$ cat config.mk
export PLATFORM = sky130hd
export DESIGN_NAME = ctrl_dbg_master_flat
export DESIGN_NICKNAME = d
export VERILOG_FILES = /design/src/rtl/ctrl_dbg_master_pkg.sv /design/src/rtl/ctrl_dbg_master_if.sv /design/src/rtl/ctrl_dbg_master.sv /design/src/flat_wrapper.sv
export SDC_FILE = /design/constraint.sdc
export NUM_CORES = 1
export LEC_CHECK = 0
export ABC_AREA = 1
export ABC_CLOCK_PERIOD_IN_PS = 1700
export BUFFER_PORTS_ARGS = -buffer_cell sky130_fd_sc_hd__buf_2
export CAP_MARGIN = 15
export CORE_ASPECT_RATIO = 1.4
export CORE_MARGIN = 3
export CORE_UTILIZATION = 52
export CTS_CLUSTER_DIAMETER = 200
export DETAILED_ROUTE_END_ITERATION = 12
export GPL_ROUTABILITY_DRIVEN = 0
export PLACE_DENSITY = 0.84
export SETUP_SLACK_MARGIN = 0.15
export SLEW_MARGIN = 20
export SYNTH_ARGS = -nofsm -noshare
export SYNTH_HDL_FRONTEND = slang
export SYNTH_SLANG_ARGS = --single-unit
$ cat constraint.sdc
create_clock -name clk -period 1.7 [get_ports clk]
set_clock_uncertainty 0.05 [all_clocks]
set_input_delay 0.17 -clock clk [delete_from_list [all_inputs] [get_ports clk]]
set_output_delay 0.17 -clock clk [all_outputs]
set_load 0.02 [all_outputs]
$ cat src/rtl/ctrl_dbg_master_pkg.sv
// Shared definitions for the byte-stream debug master: FSM states,
// response status codes and command-byte field positions.
package ctrl_dbg_pkg;

    typedef enum logic [2:0] {
        S_CMD,
        S_ADR,
        S_DAT,
        S_BUS,
        S_RSP,
        S_RDAT
    } state_e;

    typedef enum logic [7:0] {
        ST_OK  = 8'h00,
        ST_ERR = 8'h01,
        ST_TMO = 8'h02
    } status_e;

    localparam int CMD_WE     = 7;
    localparam int CMD_SEL_LO = 0;
    localparam int CMD_SEL_HI = 3;

    localparam int MAW_DEF = 14;
    localparam int QDW_DEF = 32;
    localparam int QSW_DEF = 4;
    localparam int TO_DEF  = 255;

endpackage

$ cat src/rtl/ctrl_dbg_master_if.sv
// Command/response byte streams plus the control-bus master port of the
// debug master, bundled so the top and its environment share one view.
interface ctrl_dbg_master_if
    import ctrl_dbg_pkg::*;
#(
    parameter int MAW = MAW_DEF,
    parameter int QDW = QDW_DEF,
    parameter int QSW = QSW_DEF
);

    logic           rx_valid;
    logic           rx_ready;
    logic [7:0]     rx_data;
    logic           tx_valid;
    logic           tx_ready;
    logic [7:0]     tx_data;
    logic           m_cs;
    logic           m_we;
    logic [QSW-1:0] m_sel;
    logic [MAW-1:0] m_adr;
    logic [QDW-1:0] m_dat_w;
    logic [QDW-1:0] m_dat_r;
    logic           m_ack;
    logic           m_err;
    logic           busy;

    modport master (
        input  rx_valid, rx_data, tx_ready, m_dat_r, m_ack, m_err,
        output rx_ready, tx_valid, tx_data, m_cs, m_we, m_sel, m_adr, m_dat_w, busy
    );

    modport slave (
        output rx_valid, rx_data, tx_ready, m_dat_r, m_ack, m_err,
        input  rx_ready, tx_valid, tx_data, m_cs, m_we, m_sel, m_adr, m_dat_w, busy
    );

endinterface

$ cat src/rtl/ctrl_dbg_master.sv
// Debug master: parses framed command bytes, runs one control-bus read or
// write, and streams back a status byte plus read data.
module ctrl_dbg_master
    import ctrl_dbg_pkg::*;
#(
    parameter int MAW = MAW_DEF,
    parameter int QDW = QDW_DEF,
    parameter int QSW = QSW_DEF,
    parameter int TO  = TO_DEF
) (
    input logic              clk,
    input logic              rst_n,
    ctrl_dbg_master_if.master bus
);

    localparam int            TW       = $clog2(TO + 1);
    localparam logic [TW-1:0] TMO_LAST = TW'(TO - 1);

    state_e         r_state;
    state_e         w_next;
    logic           r_we;
    logic [QSW-1:0] r_sel;
    logic [7:0]     r_adrHi;
    logic [MAW-1:0] r_adr;
    logic [QDW-1:0] r_data;
    logic [1:0]     r_byteCnt;
    logic [TW-1:0]  r_tmoCnt;
    logic [7:0]     r_txData;

    logic w_rxReady;
    logic w_txValid;
    logic w_cs;
    logic w_busy;
    logic w_rxFire;
    logic w_txFire;
    logic w_done;
    logic w_timeout;

    assign w_rxFire  = bus.rx_valid & w_rxReady;
    assign w_txFire  = w_txValid & bus.tx_ready;
    assign w_done    = bus.m_ack | bus.m_err;
    assign w_timeout = (r_tmoCnt == TMO_LAST);

    always_ff @(posedge clk or negedge rst_n) begin
        if (!rst_n) begin
            r_state <= S_CMD;
        end else begin
            r_state <= w_next;
        end
    end

    always_comb begin
        w_next = r_state;
        case (r_state)
            S_CMD:   if (w_rxFire) w_next = S_ADR;
            S_ADR:   if (w_rxFire && r_byteCnt == 2'd1) w_next = r_we ? S_DAT : S_BUS;
            S_DAT:   if (w_rxFire && r_byteCnt == 2'd3) w_next = S_BUS;
            S_BUS:   if (w_done || w_timeout) w_next = S_RSP;
            S_RSP:   if (w_txFire) w_next = r_we ? S_CMD : S_RDAT;
            S_RDAT:  if (w_txFire && r_byteCnt == 2'd3) w_next = S_CMD;
            default: w_next = S_CMD;
        endcase
    end

    always_comb begin
        w_rxReady = (r_state == S_CMD) || (r_state == S_ADR) || (r_state == S_DAT);
        w_txValid = (r_state == S_RSP) || (r_state == S_RDAT);
        w_cs      = (r_state == S_BUS);
        w_busy    = (r_state != S_CMD);
    end

    // One data register serves write payload, read capture and the RDAT shift-out.
    always_ff @(posedge clk or negedge rst_n) begin
        if (!rst_n) begin
            r_we      <= 1'b0;
            r_sel     <= '0;
            r_adrHi   <= '0;
            r_adr     <= '0;
            r_data    <= '0;
            r_byteCnt <= '0;
            r_tmoCnt  <= '0;
            r_txData  <= '0;
        end else begin
            r_tmoCnt <= (r_state == S_BUS) ? r_tmoCnt + 1'b1 : '0;
            case (r_state)
                S_CMD: begin
                    if (w_rxFire) begin
                        r_we      <= bus.rx_data[CMD_WE];
                        r_sel     <= bus.rx_data[CMD_SEL_LO +: QSW];
                        r_byteCnt <= 2'd0;
                    end
                end
                S_ADR: begin
                    if (w_rxFire) begin
                        if (r_byteCnt == 2'd0) begin
                            r_adrHi <= bus.rx_data;
                        end else begin
                            r_adr <= MAW'({r_adrHi, bus.rx_data});
                        end
                        r_byteCnt <= (r_byteCnt == 2'd1) ? 2'd0 : r_byteCnt + 2'd1;
                    end
                end
                S_DAT: begin
                    if (w_rxFire) begin
                        r_data    <= {r_data[QDW-9:0], bus.rx_data};
                        r_byteCnt <= r_byteCnt + 2'd1;
                    end
                end
                S_BUS: begin
                    if (w_done) begin
                        r_txData <= bus.m_err ? ST_ERR : ST_OK;
                        if (!r_we) begin
                            r_data <= bus.m_err ? '0 : bus.m_dat_r;
                        end
                    end else if (w_timeout) begin
                        r_txData <= ST_TMO;
                        r_data   <= '0;
                    end
                end
                S_RSP: begin
                    if (w_txFire) begin
                        r_txData  <= r_data[QDW-1 -: 8];
                        r_data    <= r_data << 8;
                        r_byteCnt <= 2'd0;
                    end
                end
                S_RDAT: begin
                    if (w_txFire) begin
                        r_txData  <= r_data[QDW-1 -: 8];
                        r_data    <= r_data << 8;
                        r_byteCnt <= r_byteCnt + 2'd1;
                    end
                end
                default: ;
            endcase
        end
    end

    assign bus.rx_ready = w_rxReady;
    assign bus.tx_valid = w_txValid;
    assign bus.tx_data  = r_txData;
    assign bus.m_cs     = w_cs;
    assign bus.m_we     = r_we;
    assign bus.m_sel    = r_sel;
    assign bus.m_adr    = r_adr;
    assign bus.m_dat_w  = r_data;
    assign bus.busy     = w_busy;

endmodule

$ cat src/flat_wrapper.sv
// flat-port wrapper written by rule: the top's interface ports become plain ports
module ctrl_dbg_master_flat import ctrl_dbg_pkg::*;
#(
    parameter int MAW = MAW_DEF,
    parameter int QDW = QDW_DEF,
    parameter int QSW = QSW_DEF,
    parameter int TO  = TO_DEF
)
  (clk, rst_n, bus_rx_valid, bus_rx_data, bus_tx_ready, bus_m_dat_r, bus_m_ack, bus_m_err, bus_rx_ready, bus_tx_valid, bus_tx_data, bus_m_cs, bus_m_we, bus_m_sel, bus_m_adr, bus_m_dat_w, bus_busy);
  ctrl_dbg_master_if #(.MAW(MAW), .QDW(QDW), .QSW(QSW)) bus_i ();
  input logic clk;
  input logic rst_n;
  input wire logic [$bits(bus_i.rx_valid)-1:0] bus_rx_valid;
  input wire logic [$bits(bus_i.rx_data)-1:0] bus_rx_data;
  input wire logic [$bits(bus_i.tx_ready)-1:0] bus_tx_ready;
  input wire logic [$bits(bus_i.m_dat_r)-1:0] bus_m_dat_r;
  input wire logic [$bits(bus_i.m_ack)-1:0] bus_m_ack;
  input wire logic [$bits(bus_i.m_err)-1:0] bus_m_err;
  output wire logic [$bits(bus_i.rx_ready)-1:0] bus_rx_ready;
  output wire logic [$bits(bus_i.tx_valid)-1:0] bus_tx_valid;
  output wire logic [$bits(bus_i.tx_data)-1:0] bus_tx_data;
  output wire logic [$bits(bus_i.m_cs)-1:0] bus_m_cs;
  output wire logic [$bits(bus_i.m_we)-1:0] bus_m_we;
  output wire logic [$bits(bus_i.m_sel)-1:0] bus_m_sel;
  output wire logic [$bits(bus_i.m_adr)-1:0] bus_m_adr;
  output wire logic [$bits(bus_i.m_dat_w)-1:0] bus_m_dat_w;
  output wire logic [$bits(bus_i.busy)-1:0] bus_busy;
  assign bus_i.rx_valid = bus_rx_valid;
  assign bus_i.rx_data = bus_rx_data;
  assign bus_i.tx_ready = bus_tx_ready;
  assign bus_i.m_dat_r = bus_m_dat_r;
  assign bus_i.m_ack = bus_m_ack;
  assign bus_i.m_err = bus_m_err;
  assign bus_rx_ready = bus_i.rx_ready;
  assign bus_tx_valid = bus_i.tx_valid;
  assign bus_tx_data = bus_i.tx_data;
  assign bus_m_cs = bus_i.m_cs;
  assign bus_m_we = bus_i.m_we;
  assign bus_m_sel = bus_i.m_sel;
  assign bus_m_adr = bus_i.m_adr;
  assign bus_m_dat_w = bus_i.m_dat_w;
  assign bus_busy = bus_i.busy;
  ctrl_dbg_master #(.MAW(MAW), .QDW(QDW), .QSW(QSW), .TO(TO)) u_core (.clk(clk), .rst_n(rst_n), .bus(bus_i));
endmodule
# After elaboration in Yosys (flattened, before gate mapping)
# Cells that the tools add are included.
[classes]
addsub = 2
n_mul = 0
n_div = 0
magnitude_cmp = 0
n_eq_ne = 20
n_shift = 0
n_mux = 29
bitwise = 4
n_reduce_logical = 21
[ops]
columns = ["operator", "n"]
rows = [
  ["32-bit 2-to-1 mux", 6],
  ["32-bit one-hot mux with 3 select lines", 1],
  ["8-bit 2-to-1 mux", 4],
  ["3-bit 2-to-1 mux", 7],
  ["2-bit by 1-bit != test with 1-bit output, second input constant", 10],
  ["3-bit one-hot mux with 6 select lines", 1],
  ["8-bit one-hot mux with 2 select lines", 1],
  ["2-bit 2-to-1 mux", 6],
  ["6-bit AND reduction", 2],
  ["2-bit one-hot mux with 5 select lines", 1],
  ["3-bit AND reduction", 3],
  ["8-bit by 1-bit adder with 8-bit output, second input constant", 1],
  ["8-bit equality test, second input constant", 1],
  ["3-bit by 2-bit equality test with 1-bit output, second input constant", 2],
  ["3-bit equality test, second input constant", 2],
  ["3-bit nonzero test", 2],
  ["5-bit AND reduction", 1],
  ["5-bit nonzero test", 1],
  ["1-bit logical OR", 4],
  ["3-bit by 1-bit equality test with 1-bit output, second input constant", 1],
  ["1-bit logical AND", 3],
  ["3-bit logical NOT", 1],
  ["3-bit by 1-bit != test with 1-bit output, second input constant", 1],
  ["3-bit != test, second input constant", 1],
  ["11 further kinds", 13],
]
[totals]
register_bits = 78
latch_bits = 0
ram_bits = 0
romBits = 0
in_bits = 46
out_inout_bits = 63
word_cells = 85
memories = 0

# Longest topological paths before layout
# Gate-level depths: netlist (run 1).
[depth]
depth_word = 7
ltp_mapped = 13
mapped_depth_nobuf = 11

# Worst setup path before layout (run 1)
# OpenSTA, ideal clock, no wires.
[synth_path]
kind = "reg-to-reg"
start = "register u_core.r_tmoCnt[0]"
end = "register u_core.r_data[6] (netlist: u_core.bus.m_dat_w[6])"
setup_ps = 116
arrival_ps = 1382
required_ps = 1534
slack_ps = 152
stages_incl_launch_ff = 14
path_buffers = 2
period_less_slack_ps = 1548
cell_sequence = "dfrtp_1 -> inv_1 -> ha_1 -> nand2_1 -> nor2_1 -> nand2_1 -> nand2_2 -> nand2_4 -> buf_6 -> inv_4 -> nand2_8 -> buf_12 -> nand2_2 -> nand2_1"
[synth_via]
elab_chain_len = 3
[synth_rtl]
columns = ["element", "line", "source"]
rows = [
  ["start, declared", "ctrl_dbg_master.sv:27", "logic [TW-1:0] r_tmoCnt;"],
  ["start signal, assigned", "ctrl_dbg_master.sv:84", "r_tmoCnt <= (r_state == S_BUS) ? r_tmoCnt + 1'b1 : '0;"],
  ["8-bit equality test", "ctrl_dbg_master.sv:42", "assign w_timeout = (r_tmoCnt == TMO_LAST);"],
  ["3-bit by 1-bit != test with 1-bit output (no line)", "n/a", ""],
  ["5-bit AND reduction (no line)", "n/a", ""],
  ["end signal, assigned", "ctrl_dbg_master.sv:105", "r_data <= {r_data[QDW-9:0], bus.rx_data};"],
  ["end signal, assigned", "ctrl_dbg_master.sv:113", "r_data <= bus.m_err ? '0 : bus.m_dat_r;"],
  ["end signal, assigned", "ctrl_dbg_master.sv:123", "r_data <= r_data << 8;"],
  ["end, declared", "ctrl_dbg_master.sv:25", "logic [QDW-1:0] r_data;"],
]
# Every way passes these cells.
# A chain may end at the register's enable or synchronous reset.

# Worst setup path in the final report (run 1)
[layout_path]
start = "register u_core.r_state[1]"
end = "register u_core.r_data[19] (netlist: u_core.bus.m_dat_w[19])"
[layout_via]
elab_chain_len = 6
word_cells_on_any_way = 19
classes_between = "9 x eq/ne; 1 x mux; 2 x bitwise; 7 x reduce/logical"
[layout_rtl]
columns = ["element", "line", "source"]
rows = [
  ["start, declared", "ctrl_dbg_master.sv:19", "state_e r_state;"],
  ["start signal, assigned", "ctrl_dbg_master.sv:48", "r_state <= w_next;"],
  ["3-bit by 1-bit equality test with 1-bit output / 3-bit logical NOT (equally long branches)", "ctrl_dbg_master.sv:66", "w_rxReady = (r_state == S_CMD) || (r_state == S_ADR) || (r_state == S_DAT);"],
  ["1-bit logical OR (2 in series)", "ctrl_dbg_master.sv:66", ""],
  ["1-bit bitwise AND", "ctrl_dbg_master.sv:39", "assign w_rxFire = bus.rx_valid & w_rxReady;"],
  ["2-bit by 1-bit != test with 1-bit output (no line)", "n/a", ""],
  ["5-bit AND reduction (no line)", "n/a", ""],
]
# Parallel ways exist; a longest one is shown, timed or not.

==> results of run 1 <==
[path summary, 6_finish.rpt]
path                                                      start  cells past startpoint                            endpoint
worst max-delay path              u_core.r_state[1]$_DFFE_PN0P_                      9  u_core.bus.m_dat_w[19]$_DFFE_PN0P_
worst min-delay path                             bus_rx_data[5]                      3       u_core.r_adrHi[5]$_DFFE_PN0P_
worst max register to register    u_core.r_state[1]$_DFFE_PN0P_                      9  u_core.bus.m_dat_w[19]$_DFFE_PN0P_
worst min register to register  u_core.bus.m_sel[2]$_DFFE_PN0P_                      2     u_core.bus.m_sel[2]$_DFFE_PN0P_
max in group asynchronous                                 rst_n                      3   u_core.bus.m_dat_w[9]$_DFFE_PN0P_
min in group asynchronous                                 rst_n                      2     u_core.bus.m_sel[1]$_DFFE_PN0P_
[flip-flops by register name, indices dropped and copies added, names as in the netlist]
name and cells:
u_core.bus.m_sel 4, u_core.bus.m_dat_w 32, u_core.r_state 3, u_core.bus.tx_data 8, u_core.bus.m_we 1, u_core.r_byteCnt 2
u_core.r_tmoCnt 8, u_core.r_adrHi 6, u_core.bus.m_adr 14
[worst min-delay path, cell delays in order]
cell and delay [ns]:
buf_2 0.09, inv_1 0.08, o21ai_1 0.07
[cells in the final DEF (no fill, tap or decap), types with 5 or more instances in the layout]
master,netlist,routed
o22ai_1,9,9
inv_2,3,6
nand3_4,2,5
buf_16,0,5
o21ai_0,62,41
inv_1,52,47
nand2_1,161,153
o21ai_2,0,6
o21ai_1,4,19
clkbuf_8,0,10
buf_2,4,103
nor2_4,1,5
nor2_1,18,12
buf_12,1,5
buf_6,5,14
nand2_2,12,17
dfrtp_1,78,75
nand3_1,14,9
buf_4,4,39
mux2_4,0,6
a21oi_1,10,9
[report_power, final]
part	switching [mW]	internal [mW]	leakage, nW
clock network	0.695	0.861	0.108
registers	0.574	2.55	1.01
logic	3.45	2.57	1.93
total	4.72	5.99	3.04
[cell families (layout without fill, tap and decap cells)]
logic type,Yosys count,in the layout,share of synthesized area
buffers and inverters,76,246,0.09355
multiplexers,6,6,0.01724
AND/OR/NAND/NOR,222,223,0.2570
adder cells (fa/ha/maj),6,6,0.01916
flip-flops,78,78,0.4981
AO/OA/AOI/OAI,87,87,0.1149
[routing by layer]
| metal | vias to the layer above | global-route usage | part of all wire |
|---|---|---|---|
| li1 | 1839 | - | - |
| met1 | 1966 | 0.3192 | 0.35 |
| met2 | 282 | 0.4886 | 0.51 |
| met3 | 75 | 0.04215 | 0.075 |
| met4 | 0 | 0.1708 | 0.060 |
| met5 | - | 0 | 0 |
[timing repair]
item	in CTS	in global routing
hold buffers	1	0
endpoints found under the hold margin	35	0
resized for setup	44	65
pin swaps	10	10
buffers inserted	22	16
gates cloned	6	4
endpoints found under the setup margin	67	74
[layout make-up]
type	instances	area [sq um]
Fill cell	408	1484
Inverter	58	235.2
Tap cell	95	118.9
Clock inverter	6	85.08
Timing Repair Buffer	172	1336
Clock buffer	10	137.6
Multi-Input combinational cell	322	1809
Sequential cell	78	1956
[metrics by stage]
stage                     instances  total power, mW  hold slack, ns  setup WS (ns)  cell area [sq um]
final                           741            10.71         0.04542        -0.1453               5678
after global routing            741            11.28         0.06845        -0.2086               5678
after CTS                       721            9.637         0.04945        0.02974               5295
after detailed placement        676            7.071         0.06362       -0.04420               4609
after global placement          676            6.921         0.05737        0.03273               4609
after floorplan                 475            5.843         -0.1756         0.1518               3919
==> impl_metrics.json, run 1 <==
{
  "clock_latency_ns": 0.36,
  "violations": "negative setup slack",
  "synth-seq-cells": 78,
  "synthArstFlopShare": 1.000,
  "start_kind": "register",
  "path_delay_family": "simple AND/OR/NAND/NOR gates",
  "ios": 109,
  "synthesis.nets": 527,
  "overflow": 0,
  "crit_slowest_cell": "dfrtp_2",
  "rows": 36,
  "die_h_microns": 108.7,
  "max-vdd-ir-drop_mv": 1.024,
  "syn_to_final_growth_pct": 44.89,
  "fp.coreArea_sq_um": 7162,
  "hp-class": "input port to register",
  "hold_violations": 0,
  "worst_setup_path_end_kind": "register",
  "antenna_found_initial": 0,
  "synthesis.instances": 475,
  "grt.total_usage": 0.2794,
  "tritoncts_num_sinks": 78,
  "drt-total-wl_microns": 13360,
  "post-route-util": 0.7928,
  "antenna_cells": 0,
  "drc_errors": 0,
  "required_ns": 1.91,
  "grt_max_degree": 34,
  "period_share": 1.085,
  "synth_top_cell_area_share": 0.4981,
  "cts-root-buf": "clkbuf_8",
  "drive_above_1_share": 0.4025,
  "start_util": 0.5472,
  "grt_pass1_vias": 3849,
  "cpPeakStageDelay_ns": 0.52,
  "timing.fmax_mhz": 541.9,
  "synth_area_leaders": "dfrtp_1, nand2_1, o21ai_0",
  "synth_edf_count": 0,
  "reg2reg_slack_ns": -0.15,
  "die-area_sq_um": 8629,
  "yosysMostFrequentCell": "nand2_1",
  "clk_pin_slew_ns": 0.08,
  "die_x_microns": 79.37,
  "via_per_inst": 5.617,
  "power_density_nw_per_um2": 1886,
  "grt_pass1_wl_microns": 18440,
  "path_buf_inv": 3,
  "outcome": "finished with violations",
  "fin_ws_ns": -0.1453,
  "layout.nets": 693,
  "crit_chain": "nand3_4 -> buf_4 -> nor2_2 -> nand2_4 -> nand2_8 -> nor2_4 -> buf_6 -> buf_16 -> o21ai_0",
  "cts_made_buffers": 9,
  "drt-initial-drc-count": 346,
  "ys_warn_count": 0,
  "tightest_slew_ns": 0.3714,
  "leakage_nw": 3.045,
  "worstPathArrival_ns": 2.06,
  "clock_path_buffers": 2,
  "cp_max_fo": 6,
  "fin_crit_ns": 1.845,
  "htree_levels": 3,
  "critPathKind": "register to register",
  "setup_violations": 32,
  "yosysTopAreaCell": "dfrtp_1",
  "synth.distinct_cells": 31,
  "drv_slew": 0,
  "seq_area_frac_synth": 0.4981,
  "port_buffers": 108,
  "drt_pass1_iterations": 5,
  "rsz0062_at_grt": "true",
  "max-slew-margin-rel": 0.7524,
  "dr_total_vias": 4162,
  "synth_ff_type": "dfrtp_1",
  "finalSetupTns_ns": -2.467,
  "synth_commonest_cells": "nand2_1, dfrtp_1, o21ai_0, inv_1, nor2_1",
  "postSynthAreaPerCell_sq_um": 8.250,
  "hpwl_microns": 7306,
  "syn_area_sq_um": 3919,
  "ant_nets": 0,
  "drv_cap": 0,
  "tritoncts": "yes",
  "wire_per_inst_microns": 18.03
}
Power figures use the tool's default switching activity.
==> run 2, diff against run 1 <==
--- a/config.mk
+++ b/config.mk
@@ -6,10 +6,9 @@
 export NUM_CORES = 1
 export LEC_CHECK = 0
 export ABC_AREA = 1
-export ABC_CLOCK_PERIOD_IN_PS = 1700
+export ABC_CLOCK_PERIOD_IN_PS = 1900
 export BUFFER_PORTS_ARGS = -buffer_cell sky130_fd_sc_hd__buf_2
 export CAP_MARGIN = 15
-export CORE_ASPECT_RATIO = 1.4
 export CORE_MARGIN = 3
 export CORE_UTILIZATION = 52
 export CTS_CLUSTER_DIAMETER = 200
==> constraint.sdc (replaced) <==
create_clock -name clk -period 1.9 [get_ports clk]
set_clock_uncertainty 0.05 [all_clocks]
set_input_delay 0.19 -clock clk [delete_from_list [all_inputs] [get_ports clk]]
set_output_delay 0.19 -clock clk [all_outputs]
set_load 0.02 [all_outputs]
==> run 2 against run 1 <==
Against the previous run: the flow now finishes without violations; via count down 11%; core utilization down 9.7 points; total power down 21%; die area down 0.17%; critical path depth up 1; routed wire length down 21%; design area down 11%; register-to-register slack better by 0.31 ns; global-route usage down 4.9 points; clock power about the same; non-clock buffer count down 38; first-iteration DRC count down 26%.
==> impl_metrics.json, run 2 (synthesis gave the netlist of run 1 again) <==
{
  "antenna_found_initial": 1,
  "drc_errors": 0,
  "drv_cap": 0,
  "layout.nets": 655,
  "tightest_slew_ns": 0.6083,
  "drt_pass1_iterations": 5,
  "reg2reg_slack_ns": 0.17,
  "r2r_start": "u_core.r_state[1]$_DFFE_PN0P_",
  "max-vdd-ir-drop_mv": 0.8338,
  "dr_total_vias": 3687,
  "die_h_microns": 92.81,
  "path_buf_inv": 3,
  "ant_nets": 0,
  "rows": 31,
  "tritoncts_num_sinks": 78,
  "wl_met2_microns": 5230,
  "routed.top_layer": "met5",
  "critPathKind": "register to register",
  "port_buffers": 108,
  "r2r_end": "u_core.bus.m_dat_w[22]$_DFFE_PN0P_",
  "fin_crit_ns": 1.732,
  "clock_latency_ns": 0.35,
  "ff2ff_path_depth": 10,
  "max-slew-margin-rel": 0.5945,
  "drive_above_1_share": 0.3273,
  "overflow": 0,
  "layout_commonest_cell": "nand2_1",
  "grt_pass1_vias": 3432,
  "die_x_microns": 92.81,
  "drt-total-wl_microns": 10570,
  "clk_pin_slew_ns": 0.08,
  "cts-root-buf": "clkbuf_8",
  "timing.fmax_mhz": 577.4,
  "m1WireLength_microns": 4462,
  "worst_hold_slack_ns": 0.1002,
  "grt.total_usage": 0.2302,
  "hold_violations": 0,
  "antenna_cells": 0,
  "start_kind": "register",
  "cts_made_buffers": 9,
  "hpwl_microns": 7100,
  "die-area_sq_um": 8614,
  "layout_common_cells": "nand2_1, buf_2, dfrtp_1, o21ai_0, inv_1",
  "power_density_nw_per_um2": 1672,
  "clock_path_buffers": 2,
  "fp.coreArea_sq_um": 7292,
  "worst_setup_path_end_kind": "register",
  "finalInstanceArea_sq_um": 5075,
  "path_delay_family": "simple AND/OR/NAND/NOR gates",
  "drt-initial-drc-count": 257,
  "cp_max_fo": 12,
  "setup_violations": 0,
  "crit_chain": "buf_6 -> nor2_8 -> nand2_8 -> nand3_2 -> nand3_4 -> nor2_4 -> buf_12 -> buf_8 -> nand2_1 -> o21ai_0",
  "tritoncts": "yes",
  "crit_slowest_cell": "dfrtp_2",
  "holdPathEnd": "u_core.bus.m_adr[6]$_DFFE_PN0P_",
  "finalSetupTns_ns": 0,
  "min_path_cells": 3,
  "period_share": 0.9115,
  "worstPathArrival_ns": 1.95,
  "required_ns": 2.11,
  "via_per_inst": 5.215,
  "htree_levels": 3,
  "grt_max_degree": 49,
  "leakage_nw": 2.734,
  "grt_pass1_wl_microns": 15940,
  "ios": 109,
  "largest_reg_flops": 32,
  "wire_per_inst_microns": 14.96,
  "outcome": "complete, no violations",
  "met3_length_microns": 681,
  "start_util": 0.5374,
  "holdCritStartpoint": "bus_rx_data[6]",
  "hp-class": "input port to register",
  "cpPeakStageDelay_ns": 0.45,
  "syn_to_final_growth_pct": 29.50,
  "rsz0062_at_grt": "true",
  "dpl-instance-area_sq_um": 4547,
  "drv_slew": 0,
  "post-route-util": 0.6960
}
==> run 2: how the worst max path moves through the flow <==
| stage | startpoint | endpoint | slack (ns) | cells past startpoint |
|---|---|---|---|---|
| after detailed placement | u_core.r_state[0]$_DFFE_PN0P_ | u_core.bus.m_adr[5]$_DFFE_PN0P_ | 0.04 | 6 |
| final | u_core.r_state[1]$_DFFE_PN0P_ | u_core.bus.m_dat_w[22]$_DFFE_PN0P_ | 0.17 | 10 |
| after CTS | u_core.r_tmoCnt[0]$_DFF_PN0_ | u_core.bus.m_dat_w[11]$_DFFE_PN0P_ | 0.15 | 11 |
| after global placement | u_core.r_state[0]$_DFFE_PN0P_ | u_core.bus.m_adr[0]$_DFFE_PN0P_ | 0.15 | 6 |
| after floorplan | u_core.r_tmoCnt[0]$_DFF_PN0_ | u_core.bus.m_dat_w[6]$_DFFE_PN0P_ | 0.35 | 13 |
| after global routing | u_core.r_state[1]$_DFFE_PN0P_ | u_core.bus.m_dat_w[22]$_DFFE_PN0P_ | 0.08 | 10 |
==> run 2: per-stage QoR <==
| stage | cells | setup slack (ns) | total power, mW |
|---|---|---|---|
| 4_1_cts | 693 | 0.1539 | 7.841 |
| 5_1_grt | 707 | 0.07540 | 9.028 |
| 3_5_place_dp | 676 | 0.03680 | 6.294 |
| 3_3_place_gp | 676 | 0.1516 | 6.165 |
| 6_report | 707 | 0.1681 | 8.484 |
| 2_1_floorplan | 475 | 0.3518 | 5.228 |
==> run 2: cell type report <==
cell class	instances	area, sq um
clock buffers	11	141.4
well taps	99	123.9
multi-input cells	322	1672
clock inverters	5	106.4
repair buffers	134	844.6
fillers	593	2217
inverters	58	231.5
flip-flops and latches	78	1956
==> run 2: repair_timing <==
| action | CTS | global route |
|---|---|---|
| buffers inserted | 0 | 7 |
| endpoints found under the hold margin | 46 | 0 |
| pin swaps | 0 | 8 |
| hold buffers | 1 | 0 |
| cloned | 0 | 7 |
| gates resized for setup | 1 | 27 |
| endpoints found under the setup margin | 47 | 50 |
==> run 2: power breakdown <==
part           leakage [nW]  switching, mW  internal (mW)  total (mW)
Combinational          1.60           2.62           1.59        4.21
Sequential             1.01          0.460           2.28        2.74
Clock                 0.120          0.617          0.912        1.53
==> run 2: worst min-delay path: cells and delay by family <==
kind,cells,cell delay [ns]
buffers and inverters,2,0.17
AOI/OAI and AO/OA,1,0.10
==> run 2: per-layer routing <==
metal,global-route usage,vias to the layer above
li1,-,1761
met1,0.3030,1756
met2,0.3851,143
met3,0.04387,25
met4,0.07204,2
met5,0,-
==> run 3, diff against run 2 <==
--- a/config.mk
+++ b/config.mk
@@ -5,16 +5,15 @@
 export SDC_FILE = /design/constraint.sdc
 export NUM_CORES = 1
 export LEC_CHECK = 0
-export ABC_AREA = 1
 export ABC_CLOCK_PERIOD_IN_PS = 1900
 export BUFFER_PORTS_ARGS = -buffer_cell sky130_fd_sc_hd__buf_2
 export CAP_MARGIN = 15
 export CORE_MARGIN = 3
-export CORE_UTILIZATION = 52
+export CORE_UTILIZATION = 51
 export CTS_CLUSTER_DIAMETER = 200
 export DETAILED_ROUTE_END_ITERATION = 12
 export GPL_ROUTABILITY_DRIVEN = 0
-export PLACE_DENSITY = 0.84
+export PLACE_DENSITY = 0.79
 export SETUP_SLACK_MARGIN = 0.15
 export SLEW_MARGIN = 20
 export SYNTH_ARGS = -nofsm -noshare
==> run 3 against run 2 <==
Against the previous run: die area down 4.8%; combinational power up 27%; clock power down 25%; the flow now finishes with violations (negative setup slack); register-to-register slack worse by 0.19 ns.
==> impl_metrics.json, run 3 <==
{
  "synth_top_cell_area_share": 0.5355,
  "hpwl_microns": 6474,
  "start_util": 0.5306,
  "port_buffers": 108,
  "die_h_microns": 90.54,
  "worstPathArrival_ns": 2.11,
  "drive_above_1_share": 0.5545,
  "switching_share": 0.3922,
  "period_share": 1.014,
  "fin_crit_ns": 1.926,
  "synth_ff_type": "dfrtp_1",
  "grt_pass1_wl_microns": 14570,
  "dr_total_vias": 2950,
  "yosysMostFrequentCell": "dfrtp_1",
  "synth_area_leaders": "dfrtp_1, mux2_2, a22o_1",
  "leakage_nw": 2.561,
  "max-vdd-ir-drop_mv": 1.031,
  "antenna_cells": 0,
  "drt-total-wl_microns": 9785,
  "hp-class": "input port to register",
  "layout_commonest_cell": "buf_2",
  "die-area_sq_um": 8197,
  "clock_latency_ns": 0.35,
  "tritoncts_num_sinks": 78,
  "drv_cap": 0,
  "ios": 109,
  "max-slew-margin-rel": 0.7072,
  "yosysTopAreaCell": "dfrtp_1",
  "synth.distinct_cells": 41,
  "cp_max_fo": 8,
  "postSynthAreaPerCell_sq_um": 12.79,
  "antenna_found_initial": 0,
  "intPower_mw": 5.716,
  "grt.total_usage": 0.2213,
  "combPwrFrac": 0.566,
  "die_x_microns": 90.54,
  "tritoncts": "yes",
  "synth_commonest_cells": "dfrtp_1, mux2_2, a22o_1, nor2_1, nand2_1",
  "drc_errors": 0,
  "violations": "negative setup slack",
  "clk_pin_slew_ns": 0.08,
  "setup_violations": 14,
  "syn_to_final_growth_pct": 39.38,
  "timing.fmax_mhz": 519.3,
  "fp.coreArea_sq_um": 6869,
  "power.total_mw": 9.404,
  "hold_violations": 0,
  "worst_setup_path_end_kind": "register",
  "required_ns": 2.08,
  "layout.nets": 478,
  "rsz0062_at_grt": "true",
  "layout_common_cells": "buf_2, dfrtp_1, mux2_4, a22o_1, buf_4",
  "dp_slack_ns": 0.01482,
  "dpl-instance-area_sq_um": 4457,
  "finalNonFillerCells": 527,
  "syn_area_sq_um": 3645,
  "htree_levels": 3,
  "largest_reg_flops": 32,
  "synthArstFlopShare": 1.000,
  "dp.cells": 495,
  "finalInstanceArea_sq_um": 5080,
  "ant_nets": 0,
  "seq_area_sq_um": 1956,
  "start_kind": "register",
  "power_density_nw_per_um2": 1851,
  "overflow": 0,
  "multi_input_area_sq_um": 1838,
  "rows": 30,
  "via_per_inst": 5.598,
  "critPathKind": "register to register",
  "ys_warn_count": 0,
  "grt_max_degree": 38,
  "outcome": "finished with violations",
  "seq_area_frac_synth": 0.5355,
  "drv_slew": 0,
  "pwr-share-seq": 0.313,
  "synth_edf_count": 0,
  "synthesis.nets": 337,
  "synth-seq-cells": 78,
  "switchingPower_mw": 3.688,
  "drt_pass1_iterations": 4,
  "wire_per_inst_microns": 18.57,
  "fin_ws_ns": -0.02576,
  "post-route-util": 0.7395,
  "tightest_slew_ns": 0.4388,
  "grt_pass1_vias": 2967,
  "cts_made_buffers": 9,
  "power_frac_clock": 0.121,
  "clock_path_buffers": 2,
  "filler_cell_count": 462,
  "synthesis.instances": 285,
  "drt-initial-drc-count": 131,
  "cts-root-buf": "clkbuf_8"
}
-- run 3: changes by cell type after synthesis, moves of 6 or more --
| cell | change |
|---|---|
| a22o_1 | +39 |
| clkbuf_1 | +6 |
| inv_1 | -48 |
| mux2_2 | +48 |
| nand2_1 | -150 |
| nand2_2 | -12 |
| nand3_1 | -10 |
| o21ai_0 | -61 |
| o22ai_1 | -9 |
-- run 3: worst max-delay path: stages, from the launching register on --
cell     delay (ns)
dfrtp_1        0.38
inv_1          0.06
ha_2           0.16
nand3_2        0.07
o211a_1        0.25
nor4_4         0.16
buf_6          0.18
buf_8          0.15
mux2_1         0.34
-- run 3: path summary, 6_finish.rpt --
path | startpoint | to | slack [ns] | cells after the start
max | u_core.r_tmoCnt[0]$_DFF_PN0_ | u_core.bus.m_dat_w[21]$_DFFE_PN0P_ | -0.03 | 8
min | bus_rx_data[6] | u_core.bus.m_adr[6]$_DFFE_PN0P_ | 0.06 | 2
max reg2reg | u_core.r_tmoCnt[0]$_DFF_PN0_ | u_core.bus.m_dat_w[21]$_DFFE_PN0P_ | -0.03 | 8
min reg2reg | u_core.bus.tx_data[5]$_DFFE_PN0P_ | u_core.bus.tx_data[5]$_DFFE_PN0P_ | 0.46 | 1
max in group asynchronous | rst_n | u_core.bus.m_dat_w[4]$_DFFE_PN0P_ | 1.00 | 3
min in group asynchronous | rst_n | u_core.bus.m_adr[7]$_DFFE_PN0P_ | 0.21 | 2
-- run 3: stage by stage --
| step | hold slack (ns) | setup TNS (ns) |
|---|---|---|
| after floorplan | -0.1556 | -0.01230 |
| after global placement | 0.02945 | 0 |
| after detailed placement | 0.03092 | 0 |
| after CTS | 0.04223 | 0 |
| after global routing | 0.04312 | -2.315 |
| final | 0.06260 | -0.1227 |
-- run 3: power by group through the flow --
stage | combinational, mW | sequential (mW) | clock [mW]
3_5_place_dp | 4.24 | 2.91 | 0
4_1_cts | 4.44 | 2.90 | 1.16
6_report | 5.33 | 2.94 | 1.14
3_3_place_gp | 4.12 | 2.87 | 0
2_1_floorplan | 2.21 | 3.57 | 0
5_1_grt | 5.65 | 3.02 | 1.24
-- run 3: cell families after synthesis --
group / count (synthesis) / synth area share
and+or+nand+nor: 55 / 0.08239
buffers and inverters: 20 / 0.02712
muxes: 61 / 0.1878
adders and majority gates: 6 / 0.02060
DFF: 78 / 0.5355
AOI/OAI and AO/OA: 59 / 0.1322
xor gates and xnor gates: 6 / 0.01442
-- run 3: per-layer routing --
metal | track usage | share of wire | vias up
met5 | 0 | 0 | -
met4 | 0.08418 | 0.021 | 0
met3 | 0.06333 | 0.065 | 20
met2 | 0.3644 | 0.50 | 97
met1 | 0.2761 | 0.42 | 1499
li1 | - | - | 1334
-- run 3: final cells by class --
| type | count | share of cell area |
|---|---|---|
| flip-flops and latches | 78 | 0.3850 |
| multi-input cells | 187 | 0.3618 |
| repair buffers | 144 | 0.1894 |
| clock buffers | 9 | 0.02438 |
| well taps | 96 | 0.02365 |
| clock inverters | 7 | 0.01133 |
| inverters | 6 | 0.004433 |
-- run 3: timing repair --
item / in CTS / in global routing
pin swaps: 1 / 3
hold buffers: 1 / 0
setup endpoints to repair: 58 / 67
resized for setup: 12 / 57
setup buffers: 3 / 8
gates cloned: 1 / 3
hold endpoints to repair: 55 / 0
